===== src/rtl/regfile_port_ctrl_pkg.sv =====
// Shared definitions for the register-file port controller.
// Holds the default register-file geometry, the controller state encoding
// and a small saturating-increment helper used by the starvation counter.
package regfile_port_ctrl_pkg;

  localparam int REG_ADDR_WIDTH = 4;
  localparam int REG_DATA_WIDTH = 16;

  typedef enum logic [2:0] {
    S_CLEAR  = 3'd0,
    S_IDLE   = 3'd1,
    S_HWRITE = 3'd2,
    S_HREAD  = 3'd3,
    S_ACK    = 3'd4
  } state_e;

  // Increment that sticks at lim instead of wrapping.
  function automatic logic [7:0] sat_inc8(input logic [7:0] v, input logic [7:0] lim);
    return (v == lim) ? v : v + 8'd1;
  endfunction

endpackage


===== src/rtl/regfile_port_ctrl_if.sv =====
// Host register-access bus.
//   req   : transaction request, level, held until ack
//   we    : 1 = write, 0 = read (stable while req is high)
//   addr  : register address (stable while req is high)
//   wdata : write data (stable while req is high)
//   ack   : one-cycle completion pulse
//   rdata : read data, valid with ack, held until the next read ack
// master = host agent, slave = controller.
interface regfile_port_ctrl_if
  import regfile_port_ctrl_pkg::*;
#(
  parameter int ADDR_W = REG_ADDR_WIDTH,
  parameter int DATA_W = REG_DATA_WIDTH
) ();

  logic              req;
  logic              we;
  logic [ADDR_W-1:0] addr;
  logic [DATA_W-1:0] wdata;
  logic              ack;
  logic [DATA_W-1:0] rdata;

  modport master (output req, we, addr, wdata, input ack, rdata);
  modport slave  (input req, we, addr, wdata, output ack, rdata);

endinterface


===== src/rtl/regfile_clr_seq.sv =====
// Post-reset clear sweep counter.
//   clk, rst     : clock, synchronous active-high reset
//   o_clr_addr   : register address being cleared this cycle
//   o_clr_last   : high in the cycle that clears the final register
// The counter is one bit wider than the address so that the sweep-done
// state (MSB set) is distinct from every address and freezes the count.
module regfile_clr_seq #(
  parameter int ADDR_W = 4
) (
  input  logic              clk,
  input  logic              rst,
  output logic [ADDR_W-1:0] o_clr_addr,
  output logic              o_clr_last
);

  localparam logic [ADDR_W:0] L_LAST = {1'b0, {ADDR_W{1'b1}}};

  logic [ADDR_W:0] r_clr_cnt;

  // NOTE: sequential state is written with non-blocking assignments only, so
  // every always_ff samples the pre-edge value of every other register.
  always_ff @(posedge clk) begin
    if (rst) begin
      r_clr_cnt <= '0;
    end else if (!r_clr_cnt[ADDR_W]) begin
      r_clr_cnt <= r_clr_cnt + 1'b1;
    end
  end

  assign o_clr_addr = r_clr_cnt[ADDR_W-1:0];
  assign o_clr_last = (r_clr_cnt == L_LAST);

endmodule


===== src/rtl/regfile_port_ctrl.sv =====
// Register-file access controller.
// After reset it clears every register to zero, then shares the single
// write port between pipeline writeback (absolute priority) and a host
// agent, and serves host reads through the probe read port with
// forwarding of a same-cycle write.
//   clk, rst          : clock, synchronous active-high reset
//   wb_wena/waddr/wdata : pipeline writeback request
//   host              : host bus (slave side)
//   rf_wena/waddr/wdata : register-file write port
//   rf_probe_addr/data  : register-file probe read port
//   cpu_stall         : asks the pipeline to freeze
//   clr_busy          : clear sweep in progress
module regfile_port_ctrl
  import regfile_port_ctrl_pkg::*;
#(
  parameter int ADDR_W       = REG_ADDR_WIDTH,
  parameter int DATA_W       = REG_DATA_WIDTH,
  parameter int STARVE_LIMIT = 8
) (
  input  logic              clk,
  input  logic              rst,
  input  logic              wb_wena,
  input  logic [ADDR_W-1:0] wb_waddr,
  input  logic [DATA_W-1:0] wb_wdata,
  regfile_port_ctrl_if.slave host,
  output logic              rf_wena,
  output logic [ADDR_W-1:0] rf_waddr,
  output logic [DATA_W-1:0] rf_wdata,
  output logic [ADDR_W-1:0] rf_probe_addr,
  input  logic [DATA_W-1:0] rf_probe_data,
  output logic              cpu_stall,
  output logic              clr_busy
);

  localparam logic [7:0] L_STARVE = 8'(STARVE_LIMIT);

  state_e            r_state;
  state_e            w_state_nxt;
  logic [7:0]        r_starve_cnt;
  logic [DATA_W-1:0] r_host_rdata;
  logic [ADDR_W-1:0] w_clr_addr;
  logic              w_clr_last;
  logic              w_host_grant;

  regfile_clr_seq #(.ADDR_W(ADDR_W)) u_clr_seq (
    .clk        (clk),
    .rst        (rst),
    .o_clr_addr (w_clr_addr),
    .o_clr_last (w_clr_last)
  );

  always_ff @(posedge clk) begin
    if (rst) r_state <= S_CLEAR;
    else     r_state <= w_state_nxt;
  end

  // NOTE: every output of this block gets a default before the case, so no
  // path leaves a signal unassigned and no latch is inferred.
  always_comb begin
    w_state_nxt   = r_state;
    rf_wena       = wb_wena;
    rf_waddr      = wb_waddr;
    rf_wdata      = wb_wdata;
    rf_probe_addr = host.addr;
    host.ack      = 1'b0;
    clr_busy      = 1'b0;
    w_host_grant  = 1'b0;
    unique case (r_state)
      S_CLEAR: begin
        rf_wena       = 1'b1;
        rf_waddr      = w_clr_addr;
        rf_wdata      = '0;
        rf_probe_addr = '0;
        clr_busy      = 1'b1;
        if (w_clr_last) w_state_nxt = S_IDLE;
      end
      S_IDLE: begin
        if (host.req) w_state_nxt = host.we ? S_HWRITE : S_HREAD;
      end
      S_HWRITE: begin
        // Writeback keeps the port; the host write waits for a free cycle.
        if (!wb_wena) begin
          rf_wena      = 1'b1;
          rf_waddr     = host.addr;
          rf_wdata     = host.wdata;
          w_host_grant = 1'b1;
          w_state_nxt  = S_ACK;
        end
      end
      S_HREAD: w_state_nxt = S_ACK;
      S_ACK: begin
        host.ack    = 1'b1;
        w_state_nxt = S_IDLE;
      end
      default: w_state_nxt = S_CLEAR;
    endcase
  end

  // Counts cycles a pending host write has lost to writeback.
  always_ff @(posedge clk) begin
    if (rst) begin
      r_starve_cnt <= '0;
    end else if (w_host_grant) begin
      r_starve_cnt <= '0;
    end else if (r_state == S_HWRITE && wb_wena) begin
      r_starve_cnt <= sat_inc8(r_starve_cnt, L_STARVE);
    end
  end

  // The probe port is unforwarded, so a write to the same register in the
  // capture cycle must be taken from the write port instead.
  always_ff @(posedge clk) begin
    if (rst) begin
      r_host_rdata <= '0;
    end else if (r_state == S_HREAD) begin
      r_host_rdata <= (rf_wena && rf_waddr == host.addr) ? rf_wdata : rf_probe_data;
    end
  end

  assign host.rdata = r_host_rdata;
  assign cpu_stall  = clr_busy || (r_starve_cnt == L_STARVE);

endmodule

===== src/flat_wrapper.sv =====
// flat-port wrapper written by rule: the top's interface ports become plain ports
module regfile_port_ctrl_flat import regfile_port_ctrl_pkg::*;
#(
  parameter int ADDR_W       = REG_ADDR_WIDTH,
  parameter int DATA_W       = REG_DATA_WIDTH,
  parameter int STARVE_LIMIT = 8
)
  (clk, rst, wb_wena, wb_waddr, wb_wdata, rf_wena, rf_waddr, rf_wdata, rf_probe_addr, rf_probe_data, cpu_stall, clr_busy, host_req, host_we, host_addr, host_wdata, host_ack, host_rdata);
  regfile_port_ctrl_if #(.ADDR_W(ADDR_W), .DATA_W(DATA_W)) host_i ();
  input  logic clk;
  input  logic rst;
  input  logic wb_wena;
  input  logic [ADDR_W-1:0] wb_waddr;
  input  logic [DATA_W-1:0] wb_wdata;
  output logic rf_wena;
  output logic [ADDR_W-1:0] rf_waddr;
  output logic [DATA_W-1:0] rf_wdata;
  output logic [ADDR_W-1:0] rf_probe_addr;
  input  logic [DATA_W-1:0] rf_probe_data;
  output logic cpu_stall;
  output logic clr_busy;
  input wire logic [$bits(host_i.req)-1:0] host_req;
  input wire logic [$bits(host_i.we)-1:0] host_we;
  input wire logic [$bits(host_i.addr)-1:0] host_addr;
  input wire logic [$bits(host_i.wdata)-1:0] host_wdata;
  output wire logic [$bits(host_i.ack)-1:0] host_ack;
  output wire logic [$bits(host_i.rdata)-1:0] host_rdata;
  assign host_i.req = host_req;
  assign host_i.we = host_we;
  assign host_i.addr = host_addr;
  assign host_i.wdata = host_wdata;
  assign host_ack = host_i.ack;
  assign host_rdata = host_i.rdata;
  regfile_port_ctrl #(.ADDR_W(ADDR_W), .DATA_W(DATA_W), .STARVE_LIMIT(STARVE_LIMIT)) u_core (.clk(clk), .rst(rst), .wb_wena(wb_wena), .wb_waddr(wb_waddr), .wb_wdata(wb_wdata), .host(host_i), .rf_wena(rf_wena), .rf_waddr(rf_waddr), .rf_wdata(rf_wdata), .rf_probe_addr(rf_probe_addr), .rf_probe_data(rf_probe_data), .cpu_stall(cpu_stall), .clr_busy(clr_busy));
endmodule

===== config.mk =====
export PLATFORM = sky130hd
export DESIGN_NAME = regfile_port_ctrl_flat
export DESIGN_NICKNAME = d
export VERILOG_FILES = /design/src/rtl/regfile_port_ctrl_pkg.sv /design/src/rtl/regfile_port_ctrl_if.sv /design/src/rtl/regfile_clr_seq.sv /design/src/rtl/regfile_port_ctrl.sv /design/src/flat_wrapper.sv
export SDC_FILE = /design/constraint.sdc
export NUM_CORES = 1
export LEC_CHECK = 0
export BUFFER_PORTS_ARGS = -buffer_cell sky130_fd_sc_hd__buf_2
export CAP_MARGIN = 20
export CORE_ASPECT_RATIO = 0.5
export CORE_MARGIN = 10
export CORE_UTILIZATION = 45
export CTS_CLUSTER_DIAMETER = 150
export CTS_CLUSTER_SIZE = 28
export DETAILED_ROUTE_END_ITERATION = 6
export PLACE_DENSITY = 0.77
export SLEW_MARGIN = 20
export SYNTH_ARGS = -nofsm -noshare
export SYNTH_HDL_FRONTEND = slang
export SYNTH_SLANG_ARGS = --single-unit

===== constraint.sdc =====
create_clock -name clk -period 3.6 [get_ports clk]
set_input_delay 0 -clock clk [delete_from_list [all_inputs] [get_ports clk]]
set_output_delay 0 -clock clk [all_outputs]
set_load 0.05 [all_outputs]

* Word-level counts from Yosys, hierarchy flattened
Cells that the tools add are included.
** Operators by class
- Bitwise gates (word level) :: 1
- Reductions and logical operators :: 8
- Add/subtract/negate cells :: 2
- Equality and inequality tests :: 10
- Mux-type cells :: 17
** Operators with widths (count)
- 16-bit two-way mux :: 2
- 16-bit one-hot mux with 2 select lines :: 1
- 3-bit one-hot mux with 5 select lines :: 1
- 3-bit two-way mux :: 3
- 8-bit by 1-bit adder with 8-bit output, second input constant :: 1
- 8-bit by 4-bit == test with 1-bit output, second input constant :: 1
- 4-bit two-way mux :: 2
- 4-bit one-hot mux with 2 select lines :: 1
- 3-bit by 2-bit == test with 1-bit output, second input constant :: 2
- 1-bit two-way mux :: 6
- 2-bit != test, second input constant :: 3
- 5-bit by 1-bit adder with 5-bit output, second input constant :: 1
- 5-bit by 4-bit == test with 1-bit output, second input constant :: 1
- 5-bit two-way mux :: 1
- 4-bit == test :: 1
- 2-bit OR reduction :: 2
- 3-bit by 1-bit == test with 1-bit output, second input constant :: 1
- 3-bit == test, second input constant :: 1
- 3-bit zero test :: 1
- 3-bit AND reduction :: 1
- 1-bit logical AND :: 2
- 2-bit AND reduction :: 1
- 1-bit logical OR :: 1
- 1-bit NOT :: 1
** Word-level totals
- Bits in registers :: 32
- Output and inout bits :: 44
- Word-level logic and storage cells :: 43

* Longest topological paths before layout
Gate-level depths: netlist of the first run.
- Word-level depth :: 5
- Mapped depth :: 8
- Mapped depth without buffers :: 6

* Modules after synthesis
Synthesis of the first run repeated with hierarchy kept, for this count alone.
** Unflattened totals
- Cells, all modules :: 237
- Area total of the unflattened synthesis :: 2088.3 um^2
** By module, submodules not included
- regfile_port_ctrl :: instances 1, cells an instance 214, seq. area each 540.5 um^2, area an instance 1860.5 um^2
- regfile_clr_seq :: instances 1, cells an instance 23, seq. area each 100.1 um^2, area an instance 227.7 um^2

* Worst setup path after synthesis of the first run
OpenSTA, ideal clock, no wires.
- Path kind :: register -> register
- From :: register u_core.r_state[0]
- To :: register u_core.r_host_rdata[0], in the netlist u_core.host.rdata[0]
- Stages on the path, launching flop included :: 7
- Path buffers :: 2
- Arrival :: 1812 ps
- Library setup time :: 87 ps
- Clock period less this slack :: 1900 ps
- Slack :: 1700 ps
- Required time :: 3513 ps
- Cells stage by stage :: dfxtp_1 buf_6 nor4b_4 buf_4 a22o_1 nor4_1 o31ai_1
** RTL lines
- from (decl) :: line regfile_port_ctrl.sv:37 : state_e r_state;
- from (signal assigned) :: line regfile_port_ctrl.sv:54 : else r_state <= w_state_nxt;
- 3-bit by 2-bit == test with 1-bit output / 3-bit zero test (equally long branches) :: line regfile_port_ctrl.sv:68 : unique case (r_state)
- 16-bit one-hot mux with 2 select lines * :: line regfile_port_ctrl.sv:68
- net rf_wdata[0] :: line flat_wrapper.sv:17 : output logic [DATA_W-1:0] rf_wdata;
- 16-bit two-way mux * :: line regfile_port_ctrl.sv:116 : r_host_rdata <= (rf_wena && rf_waddr == host.addr) ? rf_wdata : rf_probe_data;
- to (signal assigned) :: line regfile_port_ctrl.sv:116
- to (decl) :: line regfile_port_ctrl.sv:40 : logic [DATA_W-1:0] r_host_rdata;
Mark *: on every way through the listed nets, which the timed path passes. The rest lies on a longest branch.
A chain may end at the register's enable or synchronous reset.

* Worst setup path in the final report of the first run
- From :: register u_core.r_state[1]
- To :: output port rf_wdata[11]
** On the way
- Longest elaborated chain between the ends :: 2
** Ends and longest elaborated chain (line)
- 3-bit by 2-bit == test with 1-bit output / 3-bit zero test (equally long branches) :: regfile_port_ctrl.sv:68
- 16-bit one-hot mux with 2 select lines * :: regfile_port_ctrl.sv:68
- to (decl) :: flat_wrapper.sv:17
Mark *: on every way between the ends. The rest lies on a longest branch, timed or not.

==> results of run 1 <==
Yosys cell counts (3+ instances only):
cell type	number
nor2b_1	6
clkbuf_1	5
nand4_1	4
inv_1	5
a31oi_1	19
xor2_1	14
nand2b_1	4
buf_6	7
a22o_1	16
nor4_1	7
o31ai_1	20
xnor2_1	3
nor2_1	16
ha_1	3
nand2_1	19
o22ai_1	4
nor4_2	10
a21oi_1	5
buf_2	5
dfxtp_1	32
power by group:
part / switching (mW) / leakage [nW] / internal (mW)
sequential: 0.00546 / 0.258 / 0.357
combinational: 0.0674 / 0.909 / 0.0510
clock: 0.131 / 0.0503 / 0.170
routing by layer:
metal	up-vias	GRT usage, %	wire, microns
met3	8	4.696	465
met5	-	0	0
met1	1049	19.39	2890
li1	1091	-	-
met2	91	29.18	3537
met4	0	4.128	74
worst min path at each step:
stage | from | cells after the start | endpoint | slack [ns]
2_1_floorplan | host_req | 2 | u_core.r_state[1] | 0.21
3_3_place_gp | rst | 2 | u_core.u_clr_seq.r_clr_cnt[2] | 0.31
3_5_place_dp | rst | 2 | u_core.u_clr_seq.r_clr_cnt[0] | 0.32
5_1_grt | rst | 2 | u_core.u_clr_seq.r_clr_cnt[4] | 0.04
4_1_cts | rst | 2 | u_core.u_clr_seq.r_clr_cnt[0] | 0.03
6_report | rst | 2 | u_core.u_clr_seq.r_clr_cnt[0] | 0.03
critical path, cell delays in order (launching register included):
cell and delay [ns]:
dfxtp_1 0.56, nor4b_4 0.83, a22o_1 0.30, buf_2 0.28
flip-flops by register name, indices dropped and copies added (netlist names):
name / flops
u_core.r_state: 3
u_core.r_starve_cnt: 8
u_core.u_clr_seq.r_clr_cnt: 5
u_core.host.rdata: 16
metrics by stage:
stage               cell area (sq um)  total power, mW
finish                           2719           0.7824
global route                     2719           0.8149
CTS                              2719           0.7862
detailed placement               2623           0.4885
global placement                 2623           0.4845
floorplan                        2142           0.4406
kinds of logic after synthesis:
logic type / count (synthesis) / synth area share [%]
buffers and inverters: 26 / 7.710
AO/OA/AOI/OAI: 72 / 26.98
adder cells (fa/ha/maj): 3 / 1.753
flip-flops: 32 / 29.91
XOR/XNOR: 18 / 7.711
AND/OR/NAND/NOR: 84 / 25.00
multiplexers: 2 / 0.9346
cell usage in the layout, fill, tap and decap left out, types with 3 or more instances in the layout:
master	Yosys	final
nor4_2	10	10
a31oi_1	19	19
xor2_1	14	14
nand2b_1	4	4
a22o_1	16	16
nor4_1	7	7
a21oi_1	5	5
nand2_1	19	19
nand4_1	4	4
o22ai_1	4	4
xnor2_1	3	3
inv_1	5	5
nor2b_1	6	6
buf_2	5	104
nor2_1	16	16
ha_1	3	3
clkbuf_8	0	7
dfxtp_1	32	32
o31ai_1	20	20
cell type report:
cell class              count  area, sq um  area share (%)
flip-flops and latches     32        640.6           23.56
well taps                  66        82.58           3.037
inverters                   7        27.53           1.012
repair buffers            106        535.5           19.70
clock buffers               7        96.34           3.543
multi-input cells         179         1336           49.15
==> impl_metrics.csv, run 1 <==
group,metric,value,unit
grt,grt_pass1_wl,10860,microns
route,vias_per_cell,5.640,
synth,ys_ff_latch,32,
finish,area_growth,26.93,%
sta,fin_hold_ws,0.03488,ns
cts,cts_tree,"built",
synth,synth_warnings,0,
route,routed_wl,6968,microns
sta,timing.slew.headroom,37.77,%
min_path,hp-class,"in -> reg",
grt,grt_util_all_layers,16.29,%
route,drc,0,
setup_path,r2r_cells,4,
synth,synthCells,237,
finish,nets,395,
sta,hold_viol,0,
sta,tightestPinTransition,0.9303,ns
cts,cts_resized,0,
sta,clock.fmax,442.5,MHz
route,wl_per_cell,17.55,microns
finish,fillers,420,
grt,antenna_found_initial,0,
sta,min_period_over_period,62.78,%
job,drv_cap,0,
floorplan,die_h,68.79,microns
cts,cts_buffers,5,
placement,dp.cells,390,
synth,syn-cell-area,2142,sq um
setup_path,crit_type,"reg -> out",
setup_path,path_max_fanout,17,
cts,htreeDepth,2,
sta,rsz0062_at_grt,"no",
finish,drive_gt1_share,41.09,%
cts,postCtsSetupBuffers,0,
power_and_ir_drop,p_per_area,287.8,nW/um^2
status,status,"finished, final reports clean",
setup_path,required,3.60,ns
floorplan,initial_core_util,47.73,%
sta,setup_viol,0,
synth,syn_avg_cell_area,9.038,sq um
grt,grt_max_degree,19,
sta,maxSlewViolCount,0,
synth,synth_top_cell_area_share,29.91,%
finish,antennaDiodeCount,0,
finish,final_util,60.58,%
floorplan,io_pins,105,
placement,port_buffers,104,
synth,yosysTopAreaCell,"dfxtp_1",
sta,setup_tns,0,ns
sta,setup_ws,1.340,ns
floorplan,std_cell_rows,17,
placement,place.detailed.hpwl,5335,microns
synth,synth.area.top_cells,"dfxtp_1 (30%), o31ai_1 (7.0%), a22o_1 (6.5%)",
synth,synth-async-reset-ratio,0,%
setup_path,startpoint,"u_core.r_state[1]",
cts,hold_buffers,0,
finish,stdcell_count,397,
grt,grt_overflow,0,
route,vias,2239,
synth,yosysSeqAreaShare,29.91,%
synth,synthFlopType,"dfxtp_1",
cts,cts_buffer_depth,2,
sta,clock_skew,0.001862,ns
setup_path,endpoint_kind,"output pin",
setup_path,r2r_slack,1.43,ns
placement,dp_slack,1.453,ns
route,ant_nets,0,
route,drt_iter0_drc,157,
setup_path,reg2reg_from,"u_core.r_state[1]",
route,firstDrtPassIters,5,
setup_path,crit_arrival,2.26,ns
floorplan,dieWidth,117.6,microns
cts,clk_pin_slew,0.07,ns
placement,gp_congestion,0.8463,
cts,clock_latency,0.28,ns
sta,fin_crit,2.260,ns
setup_path,r2r-end,"u_core.host.rdata[15]",
power_and_ir_drop,vdd_drop_max,0.1440,mV
synth,syn_nets,301,
cts,cts_sinks,32,
cts,cts_root_buffer,"clkbuf_8",
power_and_ir_drop,p_leak,1.218,nW
setup_path,crit_end,"rf_wdata[11]",
synth,synth-edff-count,0,
synth,synth_cell_type_count,45,
floorplan,core,4488,sq um
floorplan,die-area,8087,sq um
grt,first_global_vias,2145,
setup_path,start_kind,"flop",
Power figures use the tool's default switching activity.
==> inputs of run 2 (changes only) <==
--- a/config.mk
+++ b/config.mk
@@ -9,11 +9,11 @@
 export CAP_MARGIN = 20
 export CORE_ASPECT_RATIO = 0.5
 export CORE_MARGIN = 10
-export CORE_UTILIZATION = 45
+export CORE_UTILIZATION = 42
 export CTS_CLUSTER_DIAMETER = 150
 export CTS_CLUSTER_SIZE = 28
 export DETAILED_ROUTE_END_ITERATION = 6
-export PLACE_DENSITY = 0.77
+export PLACE_DENSITY = 0.75
 export SLEW_MARGIN = 20
 export SYNTH_ARGS = -nofsm -noshare
 export SYNTH_HDL_FRONTEND = slang
==> constraint.sdc (replaced) <==
create_clock -name clk -period 2 [get_ports clk]
set_input_delay 0 -clock clk [delete_from_list [all_inputs] [get_ports clk]]
set_output_delay 0 -clock clk [all_outputs]
set_load 0.05 [all_outputs]
==> run 2 against run 1 <==
  * Hold slack worse by 0.020 ns
  * Clock skew up 0.0088 ns
  * Core utilization down 3.4 points
  * Critical path depth up 2
  * Clock power up 110%
  * Worst setup slack worse by 1.2 ns
  * Design area up 3.7%
  * First-iteration DRC count down 7.0%
  * Sequential cell count unchanged
  * Sequential share of layout area down 0.85 points
  * Global-route usage down 0.26 points
  * Largest power group unchanged
  * Highest routed layer unchanged
==> impl_metrics.csv, run 2 (same netlist as run 1, synthesis figures left out) <==
group,metric,value,unit
cts,clock_latency,0.30,ns
power_and_ir_drop,p_total,1.502,mW
sta,setup_viol,0,
cts,cts_root_buffer,"clkbuf_8",
floorplan,die_h,70.50,microns
placement,place.detailed.hpwl,5526,microns
setup_path,path_max_fanout,16,
route,routed_wl,7286,microns
sta,tightestPinTransition,0.6399,ns
grt,grt_pass1_wl,11340,microns
setup_path,required,2.00,ns
finish,final_area,2820,sq um
route,firstDrtPassIters,4,
setup_path,slowest_stage,"dfxtp_1",
floorplan,die-area,8530,sq um
placement,dp_slack,0.1705,ns
route,wl_per_cell,17.73,microns
placement,port_buffers,104,
finish,antennaDiodeCount,0,
setup_path,endpoint_kind,"output pin",
finish,area_growth,31.66,%
floorplan,dieWidth,121.0,microns
sta,maxSlewViolCount,0,
route,drt_iter0_drc,146,
cts,htreeDepth,2,
setup_path,start_kind,"flop",
grt,first_global_vias,2276,
grt,grt_overflow,0,
sta,hold_viol,0,
route,ant_nets,0,
floorplan,core,4932,sq um
route,drc,0,
sta,rsz0062_at_grt,"no",
floorplan,initial_core_util,43.43,%
power_and_ir_drop,vdd_drop_max,0.2491,mV
cts,cts_buffers,5,
sta,clock.fmax,530.9,MHz
setup_path,crit_chain,"buf_4, nor4b_4, buf_6, a22o_1, buf_2",
cts,cts_sinks,32,
sta,timing.slew.headroom,57.22,%
status,status,"finished, final reports clean",
setup_path,path_buf_inv,3,
floorplan,std_cell_rows,18,
min_path,hp-class,"in -> reg",
job,drv_cap,0,
setup_path,crit_arrival,1.88,ns
cts,clk_pin_slew,0.07,ns
setup_path,cpPeakStageDelay,0.37,ns
route,vias_per_cell,5.526,
sta,min_period_over_period,94.18,%
power_and_ir_drop,p_leak,1.269,nW
power_and_ir_drop,p_per_area,532.7,nW/um^2
grt,antenna_found_initial,0,
sta,fin_crit,1.884,ns
grt,grt_util_all_layers,16.04,%
sta,setup_tns,0,ns
placement,place_area,2695,sq um
finish,final_common_cell,"buf_2",
finish,largest_register_ffs,16,
finish,nets,404,
route,vias,2271,
placement,gp_congestion,0.7897,
finish,drive_gt1_share,43.11,%
sta,setup_ws,0.1165,ns
cts,cts_buffer_depth,2,
cts,cts_tree,"built",
setup_path,crit_type,"reg -> out",
finish,final_cell_mix,"buf_2 (102), dfxtp_1 (32), o31ai_1 (20)",
setup_path,path_delay_family,"buffers and inverters",
floorplan,io_pins,105,
grt,grt_max_degree,19,
sta,fin_hold_ws,0.01525,ns
sta,clock_skew,0.01069,ns
run 2: cell types whose count changed in the layout (fill, tap and decap cells not counted), moves of 2 or more:
cell / change
clkbuf_4: +2
buf_2: -2
clkbuf_8: -2
buf_4: +8
run 2: through the flow:
stage               utilization, %  std cells
floorplan                        -        237
global placement             54.64        403
detailed placement           54.64        403
CTS                          56.82        411
global route                 57.18        411
finish                       57.18        411
run 2: layer usage:
layer / track usage [%] / up-vias / wire, microns
li1: - / 1103 / -
met5: 0 / - / 0
met1: 16.86 / 1080 / 2813
met3: 4.651 / 15 / 509
met2: 29.95 / 73 / 3832
met4: 5.452 / 0 / 131
run 2: power breakdown:
part / internal (mW) / switching [mW]
Clock: 0.370 / 0.263
Sequential: 0.642 / 0.00964
Combinational: 0.0951 / 0.123
Total: 1.11 / 0.395
run 2: area by class of cell:
type                       instances  area, sq um
clock buffer                       6        72.57
clock inverter                     2        35.03
fill                             470         2112
inverter                           7        27.53
multi-input combinational        179         1345
sequential                        32        640.6
tap                               70        87.58
timing repair buffer             115        611.8
run 2: path summary, 6_finish.rpt:
check / slack (ns) / cells after the start / to / from
setup / recovery: 0.12 / 5 / rf_wdata[14] / u_core.r_state[2]
hold / removal: 0.02 / 2 / u_core.u_clr_seq.r_clr_cnt[0] / rst
setup reg to reg: 0.20 / 5 / u_core.host.rdata[2] / u_core.u_clr_seq.r_clr_cnt[2]
hold reg to reg: 0.45 / 2 / u_core.host.rdata[7] / u_core.host.rdata[7]
run 2: worst register-to-register path, cell delays in order (launching register included):
cell	delay, ns
dfxtp_1	0.48
xor2_2	0.15
o41a_1	0.41
buf_4	0.22
nor4_2	0.29
o31ai_1	0.11
run 2: repair_timing:
action	4_1_cts	5_1_grt
setup buffers	0	0
resized for setup	0	5
endpoints found under the setup margin	0	10
hold buffers	0	0
